$ cat config.mk
export PLATFORM = sky130hd
export DESIGN_NAME = spram_fifo_ctrl_flat
export DESIGN_NICKNAME = d
export VERILOG_FILES = /design/src/rtl/spram_fifo_pkg.sv /design/src/rtl/spram_fifo_if.sv /design/src/rtl/spram_fifo_ctrl.sv /design/src/flat_wrapper.sv
export SDC_FILE = /design/constraint.sdc
export NUM_CORES = 1
export LEC_CHECK = 0
export CORE_MARGIN = 2
export CORE_UTILIZATION = 35
export DETAILED_ROUTE_END_ITERATION = 12
export PLACE_DENSITY = 0.71
export SYNTH_ARGS = -nofsm -noshare
export SYNTH_HDL_FRONTEND = slang
export SYNTH_SLANG_ARGS = --single-unit
export TNS_END_PERCENT = 1
$ cat constraint.sdc
create_clock -name clk -period 3.4 [get_ports clk]
set_clock_uncertainty 0.05 [all_clocks]
set_input_delay 0.68 -clock clk [delete_from_list [all_inputs] [get_ports clk]]
set_output_delay 0.68 -clock clk [all_outputs]
set_load 0.05 [all_outputs]
$ cat src/rtl/spram_fifo_pkg.sv
// Shared constants and FSM state type for the single-port-RAM FIFO controller.
package spram_fifo_pkg;
    localparam int DEPTH = 64;
    localparam int AW    = 6;
    localparam int DW    = 8;
    localparam int LW    = 7;

    localparam logic [LW-1:0] LVL_FULL = LW'(DEPTH);

    typedef enum logic [0:0] {
        IDLE    = 1'b0,
        RD_WAIT = 1'b1
    } state_e;
endpackage

$ cat src/rtl/spram_fifo_if.sv
// Push/pop stream and status signals of the FIFO; slave is the FIFO side, master the user side.
interface spram_fifo_if;
    import spram_fifo_pkg::*;

    logic          in_valid;
    logic [DW-1:0] in_data;
    logic          in_ready;
    logic          out_valid;
    logic [DW-1:0] out_data;
    logic          out_ready;
    logic [LW-1:0] level;
    logic          full;
    logic          empty;

    modport master (
        output in_valid, in_data, out_ready,
        input  in_ready, out_valid, out_data, level, full, empty
    );

    modport slave (
        input  in_valid, in_data, out_ready,
        output in_ready, out_valid, out_data, level, full, empty
    );
endinterface

$ cat src/rtl/spram_fifo_ctrl.sv
// FIFO controller over an external 64x8 single-port RAM with a registered head entry.
// Optional macro SPRAM_FIFO_BYPASS_EN loads pushes straight into the head register when the FIFO drains.
module spram_fifo_ctrl
    import spram_fifo_pkg::*;
(
    input  logic           clk,
    input  logic           rst_n,
    spram_fifo_if.slave    fifo,
    output logic [DW-1:0]  ram_data,
    output logic [AW-1:0]  ram_addr,
    output logic           ram_we,
    input  logic [DW-1:0]  ram_q
);

    state_e        state_q, state_d;
    logic [AW-1:0] wr_ptr_q, wr_ptr_d;
    logic [AW-1:0] rd_ptr_q, rd_ptr_d;
    logic [LW-1:0] ram_cnt_q, ram_cnt_d;
    logic [LW-1:0] level_q, level_d;
    logic          out_valid_q, out_valid_d;
    logic [DW-1:0] out_data_q, out_data_d;

    logic rd_req_s;
    logic full_s;
    logic in_ready_s;
    logic push_s;
    logic pop_s;
    logic bypass_s;
    logic wr_s;

    // Handshake qualifiers; a pending RAM read takes the single port, so it blocks pushes.
    always_comb begin
        full_s     = (level_q == LVL_FULL);
        rd_req_s   = (state_q == IDLE) && !out_valid_q && (ram_cnt_q != 7'd0);
        in_ready_s = rst_n && !full_s && !rd_req_s;
        push_s     = fifo.in_valid && in_ready_s;
        pop_s      = out_valid_q && fifo.out_ready;
`ifdef SPRAM_FIFO_BYPASS_EN
        bypass_s   = push_s && ((level_q == 7'd0) || ((level_q == 7'd1) && pop_s));
`else
        bypass_s   = 1'b0;
`endif
        wr_s       = push_s && !bypass_s;
    end

    // RAM port: a write when a push goes to RAM, otherwise a read of the head slot.
    always_comb begin
        ram_we   = wr_s;
        ram_addr = wr_s ? wr_ptr_q : rd_ptr_q;
        ram_data = wr_s ? fifo.in_data : 8'h00;
    end

    // Next-state: pointers, counters, read FSM and head register.
    always_comb begin
        wr_ptr_d  = wr_ptr_q + {5'd0, wr_s};
        rd_ptr_d  = rd_ptr_q + {5'd0, rd_req_s};
        ram_cnt_d = ram_cnt_q + {6'd0, wr_s} - {6'd0, rd_req_s};
        level_d   = level_q + {6'd0, push_s} - {6'd0, pop_s};
        state_d   = state_q;

        case (state_q)
            IDLE: begin
                if (rd_req_s) begin
                    state_d = RD_WAIT;
                end else begin
                    state_d = IDLE;
                end
            end
            RD_WAIT: state_d = IDLE;
            default: state_d = IDLE;
        endcase

        // RD_WAIT and bypass never coincide: RD_WAIT implies level>=1 with no head to pop.
        if (state_q == RD_WAIT) begin
            out_valid_d = 1'b1;
            out_data_d  = ram_q;
        end else if (bypass_s) begin
            out_valid_d = 1'b1;
            out_data_d  = fifo.in_data;
        end else if (pop_s) begin
            out_valid_d = 1'b0;
            out_data_d  = out_data_q;
        end else begin
            out_valid_d = out_valid_q;
            out_data_d  = out_data_q;
        end
    end

    // State registers with synchronous active-low reset; an in-flight read is simply dropped.
    always_ff @(posedge clk) begin
        if (!rst_n) begin
            state_q     <= IDLE;
            wr_ptr_q    <= 6'd0;
            rd_ptr_q    <= 6'd0;
            ram_cnt_q   <= 7'd0;
            level_q     <= 7'd0;
            out_valid_q <= 1'b0;
            out_data_q  <= 8'h00;
        end else begin
            state_q     <= state_d;
            wr_ptr_q    <= wr_ptr_d;
            rd_ptr_q    <= rd_ptr_d;
            ram_cnt_q   <= ram_cnt_d;
            level_q     <= level_d;
            out_valid_q <= out_valid_d;
            out_data_q  <= out_data_d;
        end
    end

    assign fifo.in_ready  = in_ready_s;
    assign fifo.out_valid = out_valid_q;
    assign fifo.out_data  = out_data_q;
    assign fifo.level     = level_q;
    assign fifo.full      = rst_n && full_s;
    assign fifo.empty     = !rst_n || (level_q == 7'd0);

endmodule

$ cat src/flat_wrapper.sv
// flat-port wrapper written by rule: the top's interface ports become plain ports
module spram_fifo_ctrl_flat import spram_fifo_pkg::*;
  (clk, rst_n, ram_data, ram_addr, ram_we, ram_q, fifo_in_valid, fifo_in_data, fifo_out_ready, fifo_in_ready, fifo_out_valid, fifo_out_data, fifo_level, fifo_full, fifo_empty);
  spram_fifo_if fifo_i ();
  input  logic clk;
  input  logic rst_n;
  output logic [DW-1:0] ram_data;
  output logic [AW-1:0] ram_addr;
  output logic ram_we;
  input  logic [DW-1:0] ram_q;
  input wire logic [$bits(fifo_i.in_valid)-1:0] fifo_in_valid;
  input wire logic [$bits(fifo_i.in_data)-1:0] fifo_in_data;
  input wire logic [$bits(fifo_i.out_ready)-1:0] fifo_out_ready;
  output wire logic [$bits(fifo_i.in_ready)-1:0] fifo_in_ready;
  output wire logic [$bits(fifo_i.out_valid)-1:0] fifo_out_valid;
  output wire logic [$bits(fifo_i.out_data)-1:0] fifo_out_data;
  output wire logic [$bits(fifo_i.level)-1:0] fifo_level;
  output wire logic [$bits(fifo_i.full)-1:0] fifo_full;
  output wire logic [$bits(fifo_i.empty)-1:0] fifo_empty;
  assign fifo_i.in_valid = fifo_in_valid;
  assign fifo_i.in_data = fifo_in_data;
  assign fifo_i.out_ready = fifo_out_ready;
  assign fifo_in_ready = fifo_i.in_ready;
  assign fifo_out_valid = fifo_i.out_valid;
  assign fifo_out_data = fifo_i.out_data;
  assign fifo_level = fifo_i.level;
  assign fifo_full = fifo_i.full;
  assign fifo_empty = fifo_i.empty;
  spram_fifo_ctrl u_core (.clk(clk), .rst_n(rst_n), .fifo(fifo_i), .ram_data(ram_data), .ram_addr(ram_addr), .ram_we(ram_we), .ram_q(ram_q));
endmodule
==> flow_summary.yaml, run 1 <==
finish:
  num_antenna_cells: 0
  syn_to_final_growth_pct: 42.5
  drive_above_1_share_pct: 13.8
  finish.utilization_pct: 52.3
  final_net_count: 325
setup_path:
  start_kind: "flop"
  worstPathMaxFanout: 2
  critical_path_class: "reg -> reg"
  cpMostUsedCell: "inv_1"
  worstPathArrival_ns: 3.17
  crit_slowest_cell: "fa_1"
  critPathRequiredTime_ns: 3.52
  critPathBufInv: 4
  r2r_cells: 15
  cp.depth: 15
  max_stage_delay_ns: 0.38
  cp_top_family: "adder cells"
  cp-end-kind: "flop"
  worstPathCellList: "inv_1, ha_1, nor4b_2, a211oi_2, and4b_1, inv_1, ha_1, inv_1, ha_1, inv_1, fa_1, nand2b_1, a211oi_1, o31a_1, nor3_1"
timing:
  finalSetupTns_ns: 0
  max_freq_mhz: 328
  setup_viol: 0
  rsz0062_at_grt: "no"
  slew_violations: 0
  timing.final.crit_share_pct: 89.7
  hold_viol_final: 0
  slew_headroom_pct: 66.1
  finalCriticalPeriod_ns: 3.05
  tightest_slew_ns: 0.507
synth:
  yosysTopAreaCell: "dfxtp_1"
  synth_flop_cell: "dfxtp_1"
  yosysMostFrequentCell: "dfxtp_1"
  syn_area_sq_mm: 0.00206
  synth-async-reset-ratio_pct: 0
  netlist_top_cells_count: "dfxtp_1 (36), nor2_1 (28), inv_1 (23), ha_1 (22), and2_1 (16)"
  syn_inst: 223
  ys_top_cells_by_area: "dfxtp_1 (35%), ha_1 (13%), nor2_1 (5.1%)"
  syn-num-nets: 267
  synth_top_area_share_pct: 35.0
  synth_edf_count: 0
  avgSynthCellArea_sq_um: 9.22
  ys_ff_latch: 36
  synth.distinct_cells: 34
  yosys_warnings: 0
  yosysSeqAreaShare_pct: 35.0
routing:
  routed-via-count: 1670
  post_drt_via_cell_ratio: 4.72
  initialDrtViolationCount: 50
  drtPass1Iterations: 4
  routed_wl_mm: 4.57
  ant_nets: 0
  route.detailed.drc: 0
  wl_per_cell_um: 12.9
pwr:
  irDropWorstVdd_mv: 0.583
  leakage_uw: 0.00123
  p_per_area_mw_per_mm2: 875
global_route:
  grt_use_met3_pct: 5.62
  top_usage_layer: "met2"
  grt_max_degree: 28
  use_met2_pct: 26.3
  grt-ovfl-total: 0
  grt_pass1_vias: 1642
  met1_usage_pct: 18.5
  track_usage_pct: 15.6
  grt_pass1_wl_mm: 7.79
  antenna_found_initial: 0
clock_network:
  h-tree-depth: 2
  clk_latency_ns: 0.29
  clk_path_buf_depth: 2
  postCtsSetupBuffers: 0
  cts_sinks: 36
  cts_resized: 0
  cts_hold_buf: 0
  cts-root-buf: "clkbuf_8"
  numCtsBuffers: 5
  cts_tree: "built"
  clk_pin_slew_ns: 0.08
status:
  outcome: "complete, no violations"
place:
  gp_congestion: 0.781
  place_hpwl_mm: 3.55
  portBuffers: 53
die:
  core_sq_mm: 0.00561
  dieWidth_um: 80.7
  rows: 27
  fp.dieH_um: 80.7
  die-area_sq_mm: 0.00651
  ios: 54
  initial_core_util_pct: 36.7
hold_path:
  whs_path_depth: 2
  hp-class: "reg -> reg"
job:
  drv_cap: 0
## per-layer routing
layer  vias to the layer above  wire length [um]
li1                        859                 -
met1                       762              2010
met2                        43              2100
met3                         6               384
met4                         0                73
met5                         -                 0
## sequential cells by signal, summed over array words and instances, names as in the netlist
name and flops:
u_core.rd_ptr_q 6, u_core.fifo.out_valid 1, u_core.ram_cnt_q 7, u_core.fifo.out_data 8
u_core.state_q 1, u_core.wr_ptr_q 6, u_core.fifo.level 7
## cell usage in the layout, fill, tap and decap left out, drive strengths merged, types with 4 or more instances in the layout
cell type | Yosys | final
clkdlybuf4s50 | 0 | 36
dfxtp | 36 | 36
nor2 | 28 | 28
inv | 24 | 24
ha | 22 | 22
buf | 5 | 22
and2 | 16 | 16
nor3 | 8 | 8
xor2 | 8 | 8
mux2i | 8 | 8
nand3 | 7 | 7
mux2 | 6 | 6
nand2b | 6 | 6
xnor2 | 6 | 6
o21ai | 5 | 5
a21oi | 5 | 5
clkbuf | 2 | 5
o21a | 4 | 4
nor2b | 4 | 4
## power by group
group	internal, uW	switching [uW]	leakage, uW
Sequential	536	83.0	0.000296
Clock	217	165	0.0000541
Combinational	681	884	0.000880
## stage by stage
step                instances  worst slack, ns  total power [uW]  hold slack, ns  cell area, sq um
finish                    354            0.352              2570           0.449              2930
global route              354            0.146              2780           0.476              2930
CTS                       354            0.361              2590           0.454              2930
detailed placement        346            0.181              2190           0.436              2820
global placement          346            0.236              2160           0.426              2820
floorplan                 223           0.0778              1750           0.429              2060
## final timing paths
check	startpoint	endpoint	slack, ns
worst max register to register	u_core.ram_cnt_q[5]	u_core.ram_cnt_q[6]	0.35
worst max-delay path	u_core.ram_cnt_q[5]	u_core.ram_cnt_q[6]	0.35
worst min register to register	u_core.fifo.out_data[3]	u_core.fifo.out_data[3]	0.45
worst min-delay path	u_core.fifo.out_data[3]	u_core.fifo.out_data[3]	0.45
## kinds of logic (layout without fill, tap and decap cells)
| kind of cell | count (synthesis) | count (layout) | share of synthesized area (%) |
|---|---|---|---|
| AO/OA/AOI/OAI | 25 | 25 | 8.27 |
| XOR/XNOR | 14 | 14 | 5.96 |
| flip-flops | 36 | 36 | 35.0 |
| AND/OR/NAND/NOR | 79 | 79 | 20.2 |
| multiplexers | 14 | 14 | 8.27 |
| buffers and inverters | 31 | 90 | 6.93 |
| adder cells (fa/ha/maj) | 24 | 24 | 15.3 |
## worst reg2reg max path, cell delays in order, from the launching register on
cell      delay, ns
dfxtp_1        0.36
inv_1          0.07
ha_1           0.17
nor4b_2        0.16
a211oi_2       0.27
and4b_1        0.24
inv_1          0.05
ha_1           0.21
inv_1          0.06
ha_1           0.15
inv_1          0.05
fa_1           0.38
nand2b_1       0.18
a211oi_1       0.30
o31a_1         0.18
nor3_1         0.05
## layout make-up
type	instances	area (sq um)
Clock buffer	5	68.8
Timing Repair Buffer	58	726
Sequential cell	36	721
Fill cell	522	2680
Inverter	24	90.1
Tap cell	72	90.1
Clock inverter	3	42.5
Multi-Input combinational cell	156	1190
Power figures use the tool's default switching activity.
==> inputs of run 2 (changes only) <==
--- a/config.mk
+++ b/config.mk
@@ -5,10 +5,12 @@
 export SDC_FILE = /design/constraint.sdc
 export NUM_CORES = 1
 export LEC_CHECK = 0
+export ABC_AREA = 1
+export ABC_CLOCK_PERIOD_IN_PS = 3400
 export CORE_MARGIN = 2
 export CORE_UTILIZATION = 35
 export DETAILED_ROUTE_END_ITERATION = 12
-export PLACE_DENSITY = 0.71
+export PLACE_DENSITY = 0.7
 export SYNTH_ARGS = -nofsm -noshare
 export SYNTH_HDL_FRONTEND = slang
 export SYNTH_SLANG_ARGS = --single-unit
==> flow_summary.yaml, run 2 <==
pwr:
  power_frac_seq_pct: 24.2
  p_per_area_mw_per_mm2: 892
  irDropWorstVdd_mv: 0.591
  p_clk_share_pct: 15.8
  p_int_uw: 1400
  p_comb_share_pct: 60.0
  sw_frac_of_total_pct: 47.0
  p_switching_uw: 1250
  leakage_uw: 0.00144
setup_path:
  worstPathMaxFanout: 32
  cp-end-kind: "output pin"
  start_kind: "primary input"
  max_stage_delay_ns: 0.49
  critical_path_class: "in -> out"
  critPathRequiredTime_ns: 2.67
  worstPathCellList: "clkdlybuf4s50_1, buf_4, inv_1, nor2_1, buf_12"
  worstPathArrival_ns: 2.19
  crit_slowest_cell: "clkdlybuf4s50_1"
routing:
  ant_nets: 0
  routed_wl_mm: 4.71
  route.detailed.drc: 0
  wl_per_cell_um: 11.0
  post_drt_via_cell_ratio: 4.57
  drtPass1Iterations: 4
  routed-via-count: 1958
  initialDrtViolationCount: 94
synth:
  syn_inst: 295
  synth.distinct_cells: 31
  yosysSeqAreaShare_pct: 33.4
  ys_ff_latch: 36
  ys_top_cells_by_area: "dfxtp_1 (33%), ha_1 (13%), nand2_1 (9.2%)"
  yosysTopAreaCell: "dfxtp_1"
  avgSynthCellArea_sq_um: 7.32
  synth_flop_cell: "dfxtp_1"
  netlist_top_cells_count: "nand2_1 (53), inv_1 (52), nor2_1 (52), dfxtp_1 (36), ha_1 (22)"
  syn-num-nets: 339
  yosysMostFrequentCell: "nand2_1"
  syn_area_sq_mm: 0.00216
  yosys_warnings: 0
  synth_top_area_share_pct: 33.4
  synth-async-reset-ratio_pct: 0
  synth_edf_count: 0
place:
  pre_cts_slack_ns: 0.375
  place_hpwl_mm: 3.74
  portBuffers: 53
  gp_congestion: 0.808
  dpl.cell_count: 420
timing:
  finalWorstSetupSlack_ns: 0.477
  finalSetupTns_ns: 0
  max_freq_mhz: 342
  rsz0062_at_grt: "no"
  slew_headroom_pct: 65.5
  finalCriticalPeriod_ns: 2.92
  setup_viol: 0
  tightest_slew_ns: 0.515
  hold_viol_final: 0
  slew_violations: 0
  timing.final.crit_share_pct: 86.0
die:
  dieWidth_um: 82.5
  core_sq_mm: 0.00596
  die-area_sq_mm: 0.00681
  rows: 28
  fp.dieH_um: 82.5
  ios: 54
  initial_core_util_pct: 36.2
clock_network:
  numCtsBuffers: 5
  clk_pin_slew_ns: 0.07
  clk_latency_ns: 0.29
  postCtsSetupBuffers: 0
  h-tree-depth: 2
  cts_hold_buf: 0
  cts_resized: 0
  cts_sinks: 36
  cts_tree: "built"
  clk_path_buf_depth: 2
  cts-root-buf: "clkbuf_8"
global_route:
  grt_max_degree: 33
  grt-ovfl-total: 0
  grt_pass1_vias: 1888
  grt_pass1_wl_mm: 8.12
  track_usage_pct: 15.3
  antenna_found_initial: 0
finish:
  stdcell_count: 428
  finish.utilization_pct: 49.9
  fillers: 573
  num_antenna_cells: 0
  drive_above_1_share_pct: 13.3
  syn_to_final_growth_pct: 37.7
  layout_common_cells: "nand2_1 (53), inv_1 (52), nor2_1 (52)"
  final_net_count: 396
  largest_reg_flops: 8
  layout_commonest_cell: "nand2_1"
hold_path:
  hp-class: "reg -> reg"
status:
  outcome: "complete, no violations"
job:
  drv_cap: 0
## run 2: changes by cell type in the layout (fill, tap and decap cells not counted), sizes merged, moves of 7 or more
cell,delta
nand2,+54
a21oi,+7
mux2i,-8
o21ai,+7
nor2,+34
inv,+30
and2,-12
## run 2: through the flow
stage,hold WS (ns),cell area (sq um),total power [uW]
6_report,0.451,2970,2650
5_1_grt,0.489,2970,2890
4_1_cts,0.456,2970,2680
3_5_place_dp,0.436,2850,2250
3_3_place_gp,0.429,2850,2210
2_1_floorplan,0.410,2160,1820
## run 2: cells by family after synthesis
family                   count (synthesis)  synth area share, %
adder cells (fa/ha/maj)                 24                 14.6
AO/OA/AOI/OAI                           26                 6.26
XOR/XNOR                                 2                0.812
flip-flops                              36                 33.4
AND/OR/NAND/NOR                        147                 33.2
buffers and inverters                   60                 11.7
## run 2: area by class of cell
cell class,instances,area (sq um),area share [%]
sequential,36,721,24.2
multi-input combinational,199,1180,39.9
clock buffer,7,96.3,3.24
timing repair buffer,55,638,21.5
clock inverter,1,30.0,1.01
tap,75,93.8,3.16
inverter,55,209,7.03
## run 2: power groups by stage
stage	sequential (uW)	combinational, uW	clock (uW)
2_1_floorplan	831	986	0
3_3_place_gp	651	1560	0
3_5_place_dp	653	1590	0
4_1_cts	644	1610	427
5_1_grt	663	1780	448
6_report	642	1590	419
## run 2: critical path: cells and delay by family
| family | cells | cell delay [ns] |
|---|---|---|
| buffers and inverters | 4 | 1.24 |
| and+or+nand+nor | 1 | 0.26 |
## run 2: final timing paths
| path | from | to | slack [ns] | cells past startpoint |
|---|---|---|---|---|
| setup / recovery | rst_n | fifo_full | 0.48 | 5 |
| hold / removal | u_core.fifo.out_data[1] | u_core.fifo.out_data[1] | 0.45 | 2 |
| setup reg to reg | u_core.fifo.level[4] | u_core.ram_cnt_q[4] | 0.73 | 20 |
| hold reg to reg | u_core.fifo.out_data[1] | u_core.fifo.out_data[1] | 0.45 | 2 |
## run 2: routing by layer
layer / vias to the layer above / global-route usage, % / share of wire (%)
li1: 1024 / - / -
met1: 892 / 17.6 / 44
met2: 34 / 27.6 / 51
met3: 8 / 3.91 / 3.4
met4: 0 / 5.08 / 1.3
met5: - / 0 / 0
==> inputs of run 3 (changes only) <==
--- a/config.mk
+++ b/config.mk
@@ -7,6 +7,7 @@
 export LEC_CHECK = 0
 export ABC_AREA = 1
 export ABC_CLOCK_PERIOD_IN_PS = 3400
+export CAP_MARGIN = 10
 export CORE_MARGIN = 2
 export CORE_UTILIZATION = 35
 export DETAILED_ROUTE_END_ITERATION = 12
==> results of run 3 <==
No change in the layout: final DEF, timing and power equal those of run 2.
